===== src/rtl/matrix_loader.sv =====
// rtl/matrix_loader.sv - Streams an N x N row-major matrix from an Avalon master port into a local RAM.
module matrix_loader #(
    parameter int ADDR_WIDTH      = 24,
    parameter int MAX_DIMENSION   = 32,
    parameter int MAX_OUTSTANDING = 8
) (
    input  logic                  clk,
    input  logic                  reset_n,
    input  logic                  start,
    input  logic [ADDR_WIDTH-1:0] base_addr,
    input  logic [5:0]            dimension,
    output logic                  busy,
    output logic                  done,
    output logic                  error,
    output logic [ADDR_WIDTH-1:0] avm_address,
    output logic                  avm_read,
    input  logic [31:0]           avm_readdata,
    input  logic                  avm_readdatavalid,
    input  logic                  avm_waitrequest,
    output logic [9:0]            ram_wraddress,
    output logic [31:0]           ram_data,
    output logic                  ram_wren
);

    localparam int OW = $clog2(MAX_OUTSTANDING + 1);
    localparam logic [OW-1:0] MAX_OUT = OW'(MAX_OUTSTANDING);
    localparam logic [6:0]    MAX_DIM = 7'(MAX_DIMENSION);

    typedef enum logic [1:0] {
        S_IDLE,
        S_ISSUE,
        S_DRAIN,
        S_FINISH
    } state_t;

    state_t          r_state;
    logic [5:0]      r_dim;
    logic [10:0]     r_issued;
    logic [10:0]     r_received;
    logic [OW-1:0]   r_outstanding;

    logic [10:0]     w_total;
    logic            w_accept;
    logic            w_rdv;
    logic            w_dim_ok;
    logic [10:0]     w_issued_nxt;
    logic [OW-1:0]   w_outst_nxt;

    assign w_total      = {5'd0, r_dim} * {5'd0, r_dim};
    assign w_accept     = (r_state == S_ISSUE) && avm_read && !avm_waitrequest;
    // Beats arriving in IDLE belong to an abandoned load and are dropped.
    assign w_rdv        = avm_readdatavalid && (r_state != S_IDLE);
    assign w_dim_ok     = (dimension >= 6'd2) && ({1'b0, dimension} <= MAX_DIM);
    assign w_issued_nxt = r_issued + {10'd0, w_accept};
    assign w_outst_nxt  = r_outstanding + OW'(w_accept) - OW'(w_rdv);

    always_ff @(posedge clk or negedge reset_n) begin
        if (!reset_n) begin
            r_state       <= S_IDLE;
            r_dim         <= '0;
            r_issued      <= '0;
            r_received    <= '0;
            r_outstanding <= '0;
            busy          <= 1'b0;
            done          <= 1'b0;
            error         <= 1'b0;
            avm_address   <= '0;
            avm_read      <= 1'b0;
            ram_wraddress <= '0;
            ram_data      <= '0;
            ram_wren      <= 1'b0;
        end else begin
            done     <= 1'b0;
            error    <= 1'b0;
            ram_wren <= 1'b0;

            if (w_rdv) begin
                ram_wren      <= 1'b1;
                ram_data      <= avm_readdata;
                ram_wraddress <= r_received[9:0];
                r_received    <= r_received + 11'd1;
            end

            case (r_state)
                S_IDLE: begin
                    busy <= 1'b0;
                    if (start) begin
                        if (w_dim_ok) begin
                            r_dim         <= dimension;
                            r_issued      <= '0;
                            r_received    <= '0;
                            r_outstanding <= '0;
                            avm_address   <= base_addr;
                            avm_read      <= 1'b1;
                            busy          <= 1'b1;
                            r_state       <= S_ISSUE;
                        end else begin
                            error <= 1'b1;
                        end
                    end
                end
                S_ISSUE: begin
                    r_issued      <= w_issued_nxt;
                    r_outstanding <= w_outst_nxt;
                    if (w_accept)
                        avm_address <= avm_address + ADDR_WIDTH'(4);
                    // avm_read is registered, so it is derived from next-cycle counters.
                    if (w_issued_nxt == w_total) begin
                        avm_read <= 1'b0;
                        r_state  <= S_DRAIN;
                    end else begin
                        avm_read <= (w_outst_nxt < MAX_OUT);
                    end
                end
                S_DRAIN: begin
                    r_outstanding <= w_outst_nxt;
                    if (w_rdv && (r_received + 11'd1 == w_total))
                        r_state <= S_FINISH;
                end
                S_FINISH: begin
                    r_outstanding <= w_outst_nxt;
                    done          <= 1'b1;
                    r_state       <= S_IDLE;
                end
                default: r_state <= S_IDLE;
            endcase
        end
    end

endmodule

===== config.mk =====
export PLATFORM = sky130hd
export DESIGN_NAME = matrix_loader
export DESIGN_NICKNAME = d
export VERILOG_FILES = /design/src/rtl/matrix_loader.sv
export SDC_FILE = /design/constraint.sdc
export NUM_CORES = 1
export LEC_CHECK = 0
export CORE_UTILIZATION = 25
export CTS_CLUSTER_SIZE = 30
export DETAILED_ROUTE_END_ITERATION = 7
export GPL_TIMING_DRIVEN = 0
export PLACE_DENSITY = 0.58
export SLEW_MARGIN = 20
export SYNTH_ARGS = -nofsm -noshare
export SYNTH_HDL_FRONTEND = slang
export SYNTH_SLANG_ARGS = --single-unit

===== constraint.sdc =====
create_clock -name clk -period 6.4 [get_ports clk]
set_input_delay 1.28 -clock clk [delete_from_list [all_inputs] [get_ports clk]]
set_output_delay 1.28 -clock clk [all_outputs]
set_load 0.01 [all_outputs]

# Yosys cells after proc, flatten, opt, wreduce, memory -nomap -nowiden
# Cells that the tools add are included.
[op_classes]
mux = 30
n_lt_le_gt_ge = 3
eq_ne = 10
n_addsub = 5
n_mul = 1
n_bitwise = 0
n_reduce_logical = 15
n_shift = 0
n_div = 0
[op_table]
columns = ["op", "count"]
rows = [
  ["2-to-1 mux 24 bit", 3],
  ["2-to-1 mux 11 bit", 6],
  ["one-hot mux 24 bit (2 select lines)", 1],
  ["adder 24 x 3 -> 24 bit (second input constant)", 1],
  ["== test 11 bit", 2],
  ["one-hot mux 11 bit (2 select lines)", 1],
  ["adder 11 x 1 -> 11 bit", 1],
  ["adder 11 x 1 -> 11 bit (second input constant)", 1],
  ["multiplier 6 x 6 -> 11 bit", 1],
  ["2-to-1 mux 1 bit", 10],
  ["2-to-1 mux 2 bit", 4],
  ["2-to-1 mux 4 bit", 2],
  ["inequality test 2 bit (second input constant)", 4],
  ["one-hot mux 2 bit (4 select lines)", 1],
  ["one-hot mux 4 bit (2 select lines)", 1],
  ["AND reduction 4 bit", 2],
  [">= comparator 6 x 2 -> 1 bit (second input constant)", 1],
  ["less-or-equal comparator 6 bit (second input constant)", 1],
  ["AND reduction 3 bit", 2],
  ["logical AND 1 bit", 5],
  ["adder 4 x 1 -> 4 bit", 1],
  ["== test 2 bit (second input constant)", 2],
  ["less-than comparator 4 bit (second input constant)", 1],
  ["nonzero test 2 bit", 2],
  ["8 further kinds", 8],
]
[word_totals]
regBits = 105
output_inout_bits = 71
rom_bits = 0
ram_bits = 0
latchBits = 0
word_cells = 77
in_bits = 67
n_memories = 0

# Logic depth before layout (Yosys ltp)
# Gate-level depths: netlist (run 1).
[depth]
depth_word = 8
mapped_depth = 17
mapped_depth_nobuf = 16

# Worst setup path after synthesis (run 1)
# Ideal clock, no wire load.
[synth_timing]
path_type = "register -> register"
startpoint = "reg r_dim[0]"
endpoint = "reg r_state[1]"
required_time_ps = 6275
synth_period_minus_slack_ps = 4772
setup_slack_ps = 1628
arrival_ps = 4647
path_buffers = 1
stages_incl_launch_ff = 18
setup_time_ps = 125
path_cell_list = "dfrtp_1 -> clkbuf_1 -> nand2_1 -> fa_1 -> inv_1 -> ha_1 -> a21oi_1 -> fa_1 -> inv_1 -> ha_1 -> o21ai_1 -> a22oi_1 -> a21o_1 -> a21oi_1 -> xnor3_1 -> or4_1 -> a221o_2 -> mux2_4"
[synth_between]
elab_chain_len = 5
elab_cells_between_ends = 7
cone_classes = "mul: 1; eq/ne: 4; reduce/logical: 2"
[synth_rtl]
columns = ["item", "line_no", "text"]
rows = [
  ["start: declaration", "37", "logic [5:0] r_dim;"],
  ["start signal: assignment", "89", "r_dim <= dimension;"],
  ["multiplier 6 x 6 -> 11 bit *", "49", "assign w_total = {5'd0, r_dim} * {5'd0, r_dim};"],
  ["== test 11 bit", "117", "if (w_rdv && (r_received + 11'd1 == w_total))"],
  ["logical AND 1 bit", "117", ""],
  ["inequality test 2 bit (no source line)", "n/a", ""],
  ["AND reduction 4 bit (no source line) *", "n/a", ""],
  ["end signal: assignment", "118", "r_state <= S_FINISH;"],
  ["end signal: assignment", "123", "r_state <= S_IDLE;"],
  ["end signal: assignment", "125", "default: r_state <= S_IDLE;"],
  ["end: declaration", "36", "state_t r_state;"],
]
# Every way passes the cells marked *; elsewhere a longest branch is shown, timed or not.
# A chain may end at the register's enable or synchronous reset.

# Worst setup path in the final report (run 1)
# Ends and elaborated chain as after synthesis.

==> impl_metrics.csv, run 1 <==
group,metric,value,unit
outcome,status,"completed",
timing,fin_ws,1170,ps
power_and_ir_drop,ir_drop,0.000158,V
critical_path,worstSetupPathType,"register to register",
drt,vias_per_cell,4.47,
timing,slew_headroom,0.595,
synth,synth.top_cells.by_count,"nand2_1 (202), dfrtp_1 (105), a21oi_1 (56), o21ai_0 (41), nor2_1 (33)",
final_layout,area_growth,35.5,%
synth,ys_types,43,
power_and_ir_drop,powerDensity,458,nW/µm²
power_and_ir_drop,total_leakage_power,3.62,nW
synth,synthCells,692,
clock_network,clock_path_buffers,2,
global_route,grt-ovfl-total,0,
critical_path,cpLargestDelayFamily,"adder cells",
critical_path,startpoint,"r_dim[0]$_DFFE_PN0P_",
synth,synth_top_area_frac,0.440,
clock_network,post_cts_buffers,0,
critical_path,worstPathArrival,5470,ps
timing,finalSetupViolations,0,
critical_path,slowest_delay,570,ps
flow_run,drv_cap,0,
drt,ant_nets,0,
drt,firstDrtPassIters,4,
place,postPlaceCellArea,7770,µm²
clock_network,cts_max_level,3,
critical_path,start_kind,"register",
synth,synth_edf_count,0,
synth,yosysWarnings,0,
clock_network,cts_tree,"built",
synth,synth_area,5970,µm²
critical_path,cp_slowest_cell,"or4_1",
critical_path,worst-path-buf-inv,3,
synth,seq_area_frac_synth,0.440,
timing,rsz0062_at_grt,"no",
final_layout,final_layout_size_suffix_gt1_frac,0.0320,
global_route,grt_pass1_vias,5172,
global_route,grt_max_degree,58,
critical_path,critPathCaptureType,"register",
drt,drc,0,
floorplan,core,23500,µm²
global_route,grt_pass1_wl,26800,µm
drt,drt-wirelength-per-cell,13.9,µm
global_route,grt_util_met3,0.0366,
clock_network,cts.sink_count,105,
timing,report.final.slew_viol_count,0,
clock_network,clk-insertion-delay-late,350,ps
synth,synth_top_cell_by_area,"dfrtp_1",
timing,min_period_over_period,0.818,
floorplan,start_util,0.254,
floorplan,io_pins,138,
power_and_ir_drop,p_total,3.70,mW
place,hpwl,11800,µm
global_route,use_met2,0.217,
drt,vias,5199,
min_path,hold_path.class,"register to register",
synth,synth_flop_cell,"dfrtp_1",
timing,hold_viol,0,
final_layout,stdcell_area,8090,µm²
place,detailedPlace.worstSlack,1070,ps
timing,timing.fmax,0.191,GHz
critical_path,worstPathCellList,"clkbuf_1, nand2_1, fa_1, inv_1, ha_1, a21oi_1, fa_1, inv_1, ha_1, o21ai_1, a22oi_1, a21o_1, a21oi_1, xnor3_1, or4_1, a221o_2, mux2_4",
timing,skew,8.27,ps
synth,yosys-top-cells-area,"dfrtp_1 (44%), nand2_1 (13%), ha_1 (5.7%)",
final_layout,finish.utilization,0.345,
critical_path,path_max_fanout,10,
place,io_buffer_count,137,
clock_network,cts_made_buffers,9,
global_route,grtUsageMet1,0.190,
global_route,antenna_found_initial,0,
final_layout,fin_nets,942,
clock_network,cts-root-buf,"clkbuf_16",
min_path,hp-start,"ram_data[23]$_DFFE_PN0P_",
floorplan,die_h,157,µm
critical_path,worstReg2RegStart,"r_dim[0]$_DFFE_PN0P_",
final_layout,diodes,0,
timing,min_period,5230,ps
synth,synth_most_common_cell,"nand2_1",
global_route,grt_busiest_layer,"met2",
floorplan,die_w,157,µm
floorplan,core.rowCount,56,
clock_network,clkTransAtPathRegs,80,ps
synth,syn_nets,793,
critical_path,worstPathRequired,6640,ps
drt,drtIter0Drc,277,
clock_network,cts_resized,0,
drt,wl,16200,µm
place,routabilityCongestion,0.802,
clock_network,ctsHoldBuffers,0,
synth,synthArstFlopShare,1.00,
floorplan,die-area,24500,µm²
timing,tightest_slew,606,ps
synth,syn_avg_cell_area,8.63,µm²
synth,synth_seq_cells,105,
global_route,track_usage,0.139,
==> tightest hold or removal path: stages, from the launching register on <==
cell     delay [ps]
dfrtp_1         350
nand2_1          50
nand2_1          60
==> routing by layer <==
layer	wire [µm]	vias up	part of all wire
li1	-	2615	-
met2	7190	122	0.44
met1	7980	2450	0.49
met5	0	-	0
met3	921	12	0.057
met4	138	0	0.0085
==> through the flow <==
step                cells  setup TNS [ps]  hold WS, ps
global placement     1148          -42650          458
detailed placement   1149               0          462
finish               1164               0          479
CTS                  1164               0          482
floorplan             692               0          469
global route         1164               0          503
==> sequential cells by signal, summed over array words and instances, names as in the netlist, 2 cells and up <==
name / cells
ram_wraddress: 10
r_dim: 6
r_outstanding: 4
r_state: 2
r_received: 11
ram_data: 32
r_issued: 11
avm_address: 24
==> logic make-up (layout without fill, tap and decap cells) <==
logic type | after synthesis | after routing | share of synthesized area
compound gates | 130 | 130 | 0.122
xor+xnor | 48 | 48 | 0.0794
fa+ha+maj | 34 | 34 | 0.0800
buf+inv | 50 | 203 | 0.0327
flops | 105 | 105 | 0.440
mux | 9 | 9 | 0.0159
simple gates | 316 | 316 | 0.229
==> power breakdown <==
group / switching (mW) / internal (mW) / leakage (nW)
Clock: 0.269 / 0.354 / 0.152
Sequential: 0.235 / 0.928 / 1.31
Combinational: 1.01 / 0.909 / 2.15
==> cell usage in the layout, fill, tap and decap left out, types with 7 or more instances in the layout <==
master           instances
clkdlybuf4s50_1        136
a21oi_1                 56
nand2_1                202
fa_1                     7
ha_1                    27
xor2_1                  16
dfrtp_1                105
nor2_1                  33
clkbuf_1                25
o22ai_1                 14
and2_1                  15
nand3_1                 26
inv_1                   22
xnor2_1                 28
mux2i_1                  8
clkbuf_16                9
o21ai_0                 41
and3_1                  11
==> layout make-up <==
cell class              count  area (µm²)
inverters                  22        82.6
clock buffers              11         243
well taps                 319         399
plain buffers              28         113
clock inverters             4        76.3
fillers                  2458       15400
repair buffers            138        1400
flip-flops and latches    105        2630
multi-input cells         537        3150
==> worst paths after layout <==
| path | end | depth (start not counted) | slack [ps] |
|---|---|---|---|
| worst max register to register | r_state[1]$_DFFE_PN0P_ | 17 | 1170 |
| worst min register to register | ram_data[23]$_DFFE_PN0P_ | 2 | 480 |
| min in group asynchronous | avm_address[13]$_DFFE_PN0P_ | 1 | 850 |
| worst min-delay path | ram_data[23]$_DFFE_PN0P_ | 2 | 480 |
| max in group asynchronous | r_dim[5]$_DFFE_PN0P_ | 2 | 4870 |
| worst max-delay path | r_state[1]$_DFFE_PN0P_ | 17 | 1170 |
No activity file was read; power rests on OpenSTA's default activity.
==> inputs of run 2 (changes only) <==
==> constraint.sdc (replaced) <==
create_clock -name clk -period 4.89 [get_ports clk]
set_input_delay 0.978 -clock clk [delete_from_list [all_inputs] [get_ports clk]]
set_output_delay 0.978 -clock clk [all_outputs]
set_load 0.01 [all_outputs]
==> impl_metrics.csv, run 2 (synthesis results as in run 1) <==
group,metric,value,unit
final_layout,diodes,0,
timing,tightest_slew,574,ps
global_route,grt_pass1_wl,26800,µm
timing,min_period_over_period,0.951,
drt,wl,16300,µm
min_path,hold_path.class,"register to register",
global_route,antenna_found_initial,0,
final_layout,final_common_cell,"nand2_1",
outcome,status,"completed",
power_and_ir_drop,powerDensity,603,nW/µm²
place,routabilityCongestion,0.802,
final_layout,area_growth,37.4,%
critical_path,critPathCaptureType,"register",
floorplan,start_util,0.254,
timing,timing.fmax,0.215,GHz
global_route,track_usage,0.139,
timing,hold_viol,0,
clock_network,clk-insertion-delay-late,350,ps
floorplan,die_h,157,µm
critical_path,start_kind,"primary input",
final_layout,final_cell_mix,"nand2_1 (202), clkdlybuf4s50_1 (136), dfrtp_1 (100)",
floorplan,die_w,157,µm
place,io_buffer_count,137,
drt,vias_per_cell,4.45,
place,hpwl,11800,µm
final_layout,reg_top3,"ram_data: 32 flops, avm_address: 24 flops",
timing,rsz0062_at_grt,"no",
floorplan,core.rowCount,56,
floorplan,core,23500,µm²
flow_run,drv_cap,0,
power_and_ir_drop,ir_drop,0.000206,V
drt,drc,0,
clock_network,cts_max_level,3,
timing,skew,8.50,ps
final_layout,finish.utilization,0.349,
clock_network,cts-root-buf,"clkbuf_16",
floorplan,die-area,24500,µm²
final_layout,largest_reg_flops,32,
critical_path,worstSetupPathType,"primary input to register",
global_route,grtUsageMet1,0.190,
drt,drtIter0Drc,272,
timing,report.final.slew_viol_count,0,
clock_network,cts.sink_count,105,
drt,firstDrtPassIters,4,
critical_path,worstPathCellList,"clkdlybuf4s50_1, or3_1, inv_1, ha_1, ha_1, and3_1, buf_6, and4_4, nand3_2, xor2_2, xnor3_1, or4_1, a221o_2, mux2_4",
critical_path,cpLargestDelayFamily,"simple AND/OR/NAND/NOR gates",
global_route,use_met2,0.217,
clock_network,cts_made_buffers,9,
power_and_ir_drop,total_leakage_power,3.66,nW
floorplan,io_pins,138,
final_layout,regMostFlops,"ram_data",
clock_network,cts_tree,"built",
global_route,grt_util_met3,0.0366,
global_route,grt_busiest_layer,"met2",
final_layout,final_layout_size_suffix_gt1_frac,0.0576,
clock_network,clkTransAtPathRegs,80,ps
final_layout,fin_nets,947,
timing,setup-tns-final,0,ps
critical_path,worstPathArrival,4890,ps
drt,vias,5198,
critical_path,path_max_fanout,5,
timing,finalSetupViolations,0,
drt,ant_nets,0,
critical_path,cp_slowest_cell,"or4_1",
timing,min_period,4650,ps
critical_path,cp_common_cell,"ha_1",
global_route,grt-ovfl-total,0,
critical_path,worst-path-buf-inv,3,
timing,slew_headroom,0.617,
clock_network,clock_path_buffers,2,
critical_path,slowest_delay,560,ps
global_route,grt_pass1_vias,5161,
critical_path,worstPathRequired,5130,ps
power_and_ir_drop,p_total,4.95,mW
global_route,grt_max_degree,58,
clock_network,ctsHoldBuffers,0,
drt,drt-wirelength-per-cell,13.9,µm
## run 2: changes by cell type in the layout (fill, tap and decap cells not counted), moves of 2 or more
cell | before | now
buf_4 | 0 | 8
dfrtp_1 | 105 | 100
dfrtp_2 | 0 | 5
clkbuf_1 | 25 | 22
ha_1 | 27 | 25
ha_4 | 0 | 2
## run 2: power breakdown
group / leakage (nW) / total (mW) / switching [mW] / internal, mW
logic: 2.20 / 2.60 / 1.35 / 1.26
registers: 1.31 / 1.53 / 0.307 / 1.22
clock network: 0.152 / 0.816 / 0.353 / 0.463
## run 2: layout make-up
class	count	area, µm²
sequential	105	2630
buffer	25	101
timing repair buffer	146	1460
clock inverter	4	76.3
clock buffer	11	243
inverter	22	82.6
fill	2454	15300
tap	319	399
multi-input combinational	537	3210
## run 2: what timing repair did
item,4_1_cts,5_1_grt
endpoints found under the hold margin,0,0
setup buffers,1,7
endpoints found under the setup margin,2,2
gates resized for setup,6,9
pin swaps,0,3
## run 2: per-layer routing
| layer | vias to the layer above | wire [µm] |
|---|---|---|
| li1 | 2621 | - |
| met1 | 2447 | 7960 |
| met2 | 120 | 7260 |
| met3 | 10 | 944 |
| met4 | 0 | 133 |
| met5 | - | 0 |
## run 2: through the flow
| stage | worst slack [ps] | instance area (µm²) | hold slack (ps) | std cells |
|---|---|---|---|---|
| finish | 238 | 8200 | 479 | 1169 |
| global route | 36.1 | 8200 | 503 | 1169 |
| CTS | 14.5 | 8100 | 482 | 1162 |
| detailed placement | -324 | 7770 | 462 | 1149 |
| global placement | -1630 | 7740 | 458 | 1148 |
| floorplan | 118 | 5970 | 469 | 692 |
## run 2: final timing paths
| kind | startpoint | endpoint | slack (ps) | cells after the start |
|---|---|---|---|---|
| worst max-delay path | avm_waitrequest | r_state[1]$_DFFE_PN0P_ | 240 | 14 |
| worst min-delay path | ram_data[23]$_DFFE_PN0P_ | ram_data[23]$_DFFE_PN0P_ | 480 | 2 |
| worst max register to register | r_dim[1]$_DFFE_PN0P_ | r_state[1]$_DFFE_PN0P_ | 260 | 15 |
| worst min register to register | ram_data[23]$_DFFE_PN0P_ | ram_data[23]$_DFFE_PN0P_ | 480 | 2 |
| max in group asynchronous | reset_n | r_dim[1]$_DFFE_PN0P_ | 3640 | 2 |
| min in group asynchronous | reset_n | avm_address[13]$_DFFE_PN0P_ | 540 | 1 |
## run 2: worst reg2reg max path: stages (launching register included)
cell and delay (ps):
dfrtp_2 450, buf_4 150, and2_1 170, xor2_1 150, ha_1 260, and2_1 150
fa_1 460, ha_1 390, a31oi_2 210, a22oi_1 150, a21o_1 210, a21oi_2 150
xnor3_1 400, or4_4 550, a221o_2 380, mux2_4 300
==> inputs of run 3 (changes only) <==
--- a/config.mk
+++ b/config.mk
@@ -5,6 +5,7 @@
 export SDC_FILE = /design/constraint.sdc
 export NUM_CORES = 1
 export LEC_CHECK = 0
+export CORE_MARGIN = 4
 export CORE_UTILIZATION = 25
 export CTS_CLUSTER_SIZE = 30
 export DETAILED_ROUTE_END_ITERATION = 7
==> impl_metrics.csv, run 3 (synthesis results as in run 1) <==
group,metric,value,unit
outcome,status,"completed",
place,hpwl,12600,µm
critical_path,start_kind,"register",
clock_network,clock_path_buffers,2,
clock_network,clkTransAtPathRegs,80,ps
clock_network,cts-root-buf,"clkbuf_16",
critical_path,worstPathArrival,4940,ps
drt,vias_per_cell,4.53,
global_route,grt_pass1_wl,28300,µm
floorplan,die_w,163,µm
flow_run,drv_cap,0,
critical_path,worstPathRequired,5140,ps
critical_path,slowest_delay,570,ps
power_and_ir_drop,powerDensity,600,nW/µm²
timing,timing.fmax,0.213,GHz
critical_path,cpLargestDelayFamily,"compound AO/OA/AOI/OAI gates",
final_layout,final_layout_size_suffix_gt1_frac,0.0554,
timing,finalSetupViolations,0,
critical_path,worstSetupPathType,"register to register",
final_layout,reg_top3,"ram_data: 32 flops, avm_address: 24 flops",
floorplan,io_pins,138,
timing,tightest_slew,664,ps
final_layout,largest_reg_flops,32,
timing,rsz0062_at_grt,"no",
clock_network,cts_made_buffers,9,
clock_network,ctsHoldBuffers,0,
drt,ant_nets,0,
timing,hold_viol,0,
floorplan,start_util,0.254,
drt,drt-wirelength-per-cell,14.8,µm
global_route,track_usage,0.133,
power_and_ir_drop,ir_drop,0.000235,V
floorplan,core.rowCount,56,
critical_path,worstPathCellList,"buf_4, and2_1, xor2_1, ha_1, and2_1, fa_1, ha_1, a31oi_2, a22oi_1, a21o_1, a21oi_2, xnor3_1, or4_1, a221o_2, mux2_4",
final_layout,fillers,2467,
timing,setup-tns-final,0,ps
clock_network,cts.sink_count,105,
critical_path,worst-path-buf-inv,1,
final_layout,diodes,0,
global_route,antenna_found_initial,1,
place,routabilityCongestion,0.824,
final_layout,final_cell_mix,"nand2_1 (202), clkdlybuf4s50_1 (136), dfrtp_1 (100)",
timing,min_period,4690,ps
final_layout,final_common_cell,"nand2_1",
global_route,grt_max_degree,67,
drt,drc,0,
drt,vias,5291,
global_route,grt_pass1_vias,5457,
floorplan,die_h,163,µm
clock_network,cts_tree,"built",
drt,firstDrtPassIters,5,
critical_path,path_max_fanout,6,
timing,min_period_over_period,0.958,
clock_network,cts_max_level,3,
clock_network,clk-insertion-delay-late,370,ps
critical_path,cp_slowest_cell,"or4_1",
min_path,hold_path.class,"register to register",
final_layout,regMostFlops,"ram_data",
final_layout,area_growth,36.7,%
critical_path,critPathCaptureType,"register",
global_route,grt-ovfl-total,0,
timing,slew_headroom,0.558,
timing,report.final.slew_viol_count,0,
drt,wl,17300,µm
place,io_buffer_count,137,
final_layout,finish.utilization,0.348,
floorplan,core,23500,µm²
power_and_ir_drop,total_leakage_power,3.63,nW
floorplan,die-area,26400,µm²
drt,drtIter0Drc,247,
timing,skew,10.2,ps
final_layout,fin_nets,945,
-- run 3: path summary, 6_finish.rpt --
kind / slack [ps] / startpoint / end / cells past startpoint
max: 200 / r_dim[1]$_DFFE_PN0P_ / r_state[1]$_DFFE_PN0P_ / 15
min: 480 / ram_wraddress[0]$_DFFE_PN0P_ / ram_wraddress[0]$_DFFE_PN0P_ / 2
max reg2reg: 200 / r_dim[1]$_DFFE_PN0P_ / r_state[1]$_DFFE_PN0P_ / 15
min reg2reg: 480 / ram_wraddress[0]$_DFFE_PN0P_ / ram_wraddress[0]$_DFFE_PN0P_ / 2
max in group asynchronous: 3620 / reset_n / r_issued[4]$_DFFE_PN0P_ / 2
min in group asynchronous: 620 / reset_n / ram_data[16]$_DFFE_PN0P_ / 1
-- run 3: routing by layer --
layer | track usage | wire (µm) | up-vias
met5 | 0 | 13 | -
met4 | 0.0351 | 231 | 2
met3 | 0.0448 | 1270 | 19
met2 | 0.211 | 7800 | 127
met1 | 0.174 | 7950 | 2521
li1 | - | - | 2622
-- run 3: timing repair --
action | CTS | global route
buffers inserted | 4 | 2
setup endpoints to repair | 2 | 2
resized for setup | 7 | 6
pin swaps | 0 | 1
-- run 3: worst register-to-register path: stages (launching register included) --
cell and delay (ps):
dfrtp_2 430, buf_4 160, and2_1 170, xor2_1 150, ha_1 280, and2_1 150
fa_1 460, ha_1 370, a31oi_2 200, a22oi_1 150, a21o_1 210, a21oi_2 180
xnor3_1 400, or4_1 570, a221o_2 400, mux2_4 300
-- run 3: cell type report --
type                    instances  area, µm²  area share
plain buffers                  25        101      0.0124
clock buffers                  10        239      0.0293
clock inverters                 6       61.3     0.00751
inverters                      22       82.6      0.0101
multi-input cells             537       3200       0.392
flip-flops and latches        105       2630       0.323
well taps                     319        399      0.0489
repair buffers                144       1450       0.177
-- run 3: power breakdown --
group | switching [mW] | leakage (nW) | internal [mW]
clock | 0.387 | 0.144 | 0.373
combinational | 1.37 | 2.18 | 1.25
sequential | 0.300 | 1.31 | 1.22
total | 2.06 | 3.63 | 2.84
-- run 3: metrics by stage --
step,total power [mW],hold slack [ps],setup WS (ps),instance area (µm²),instances
final,4.90,477,205,8160,1168
after global placement,4.04,457,-1650,7740,1148
after CTS,4.90,484,47.3,8100,1166
after floorplan,3.01,469,118,5970,692
after detailed placement,4.08,463,-331,7770,1149
after global routing,5.32,505,13.8,8160,1168
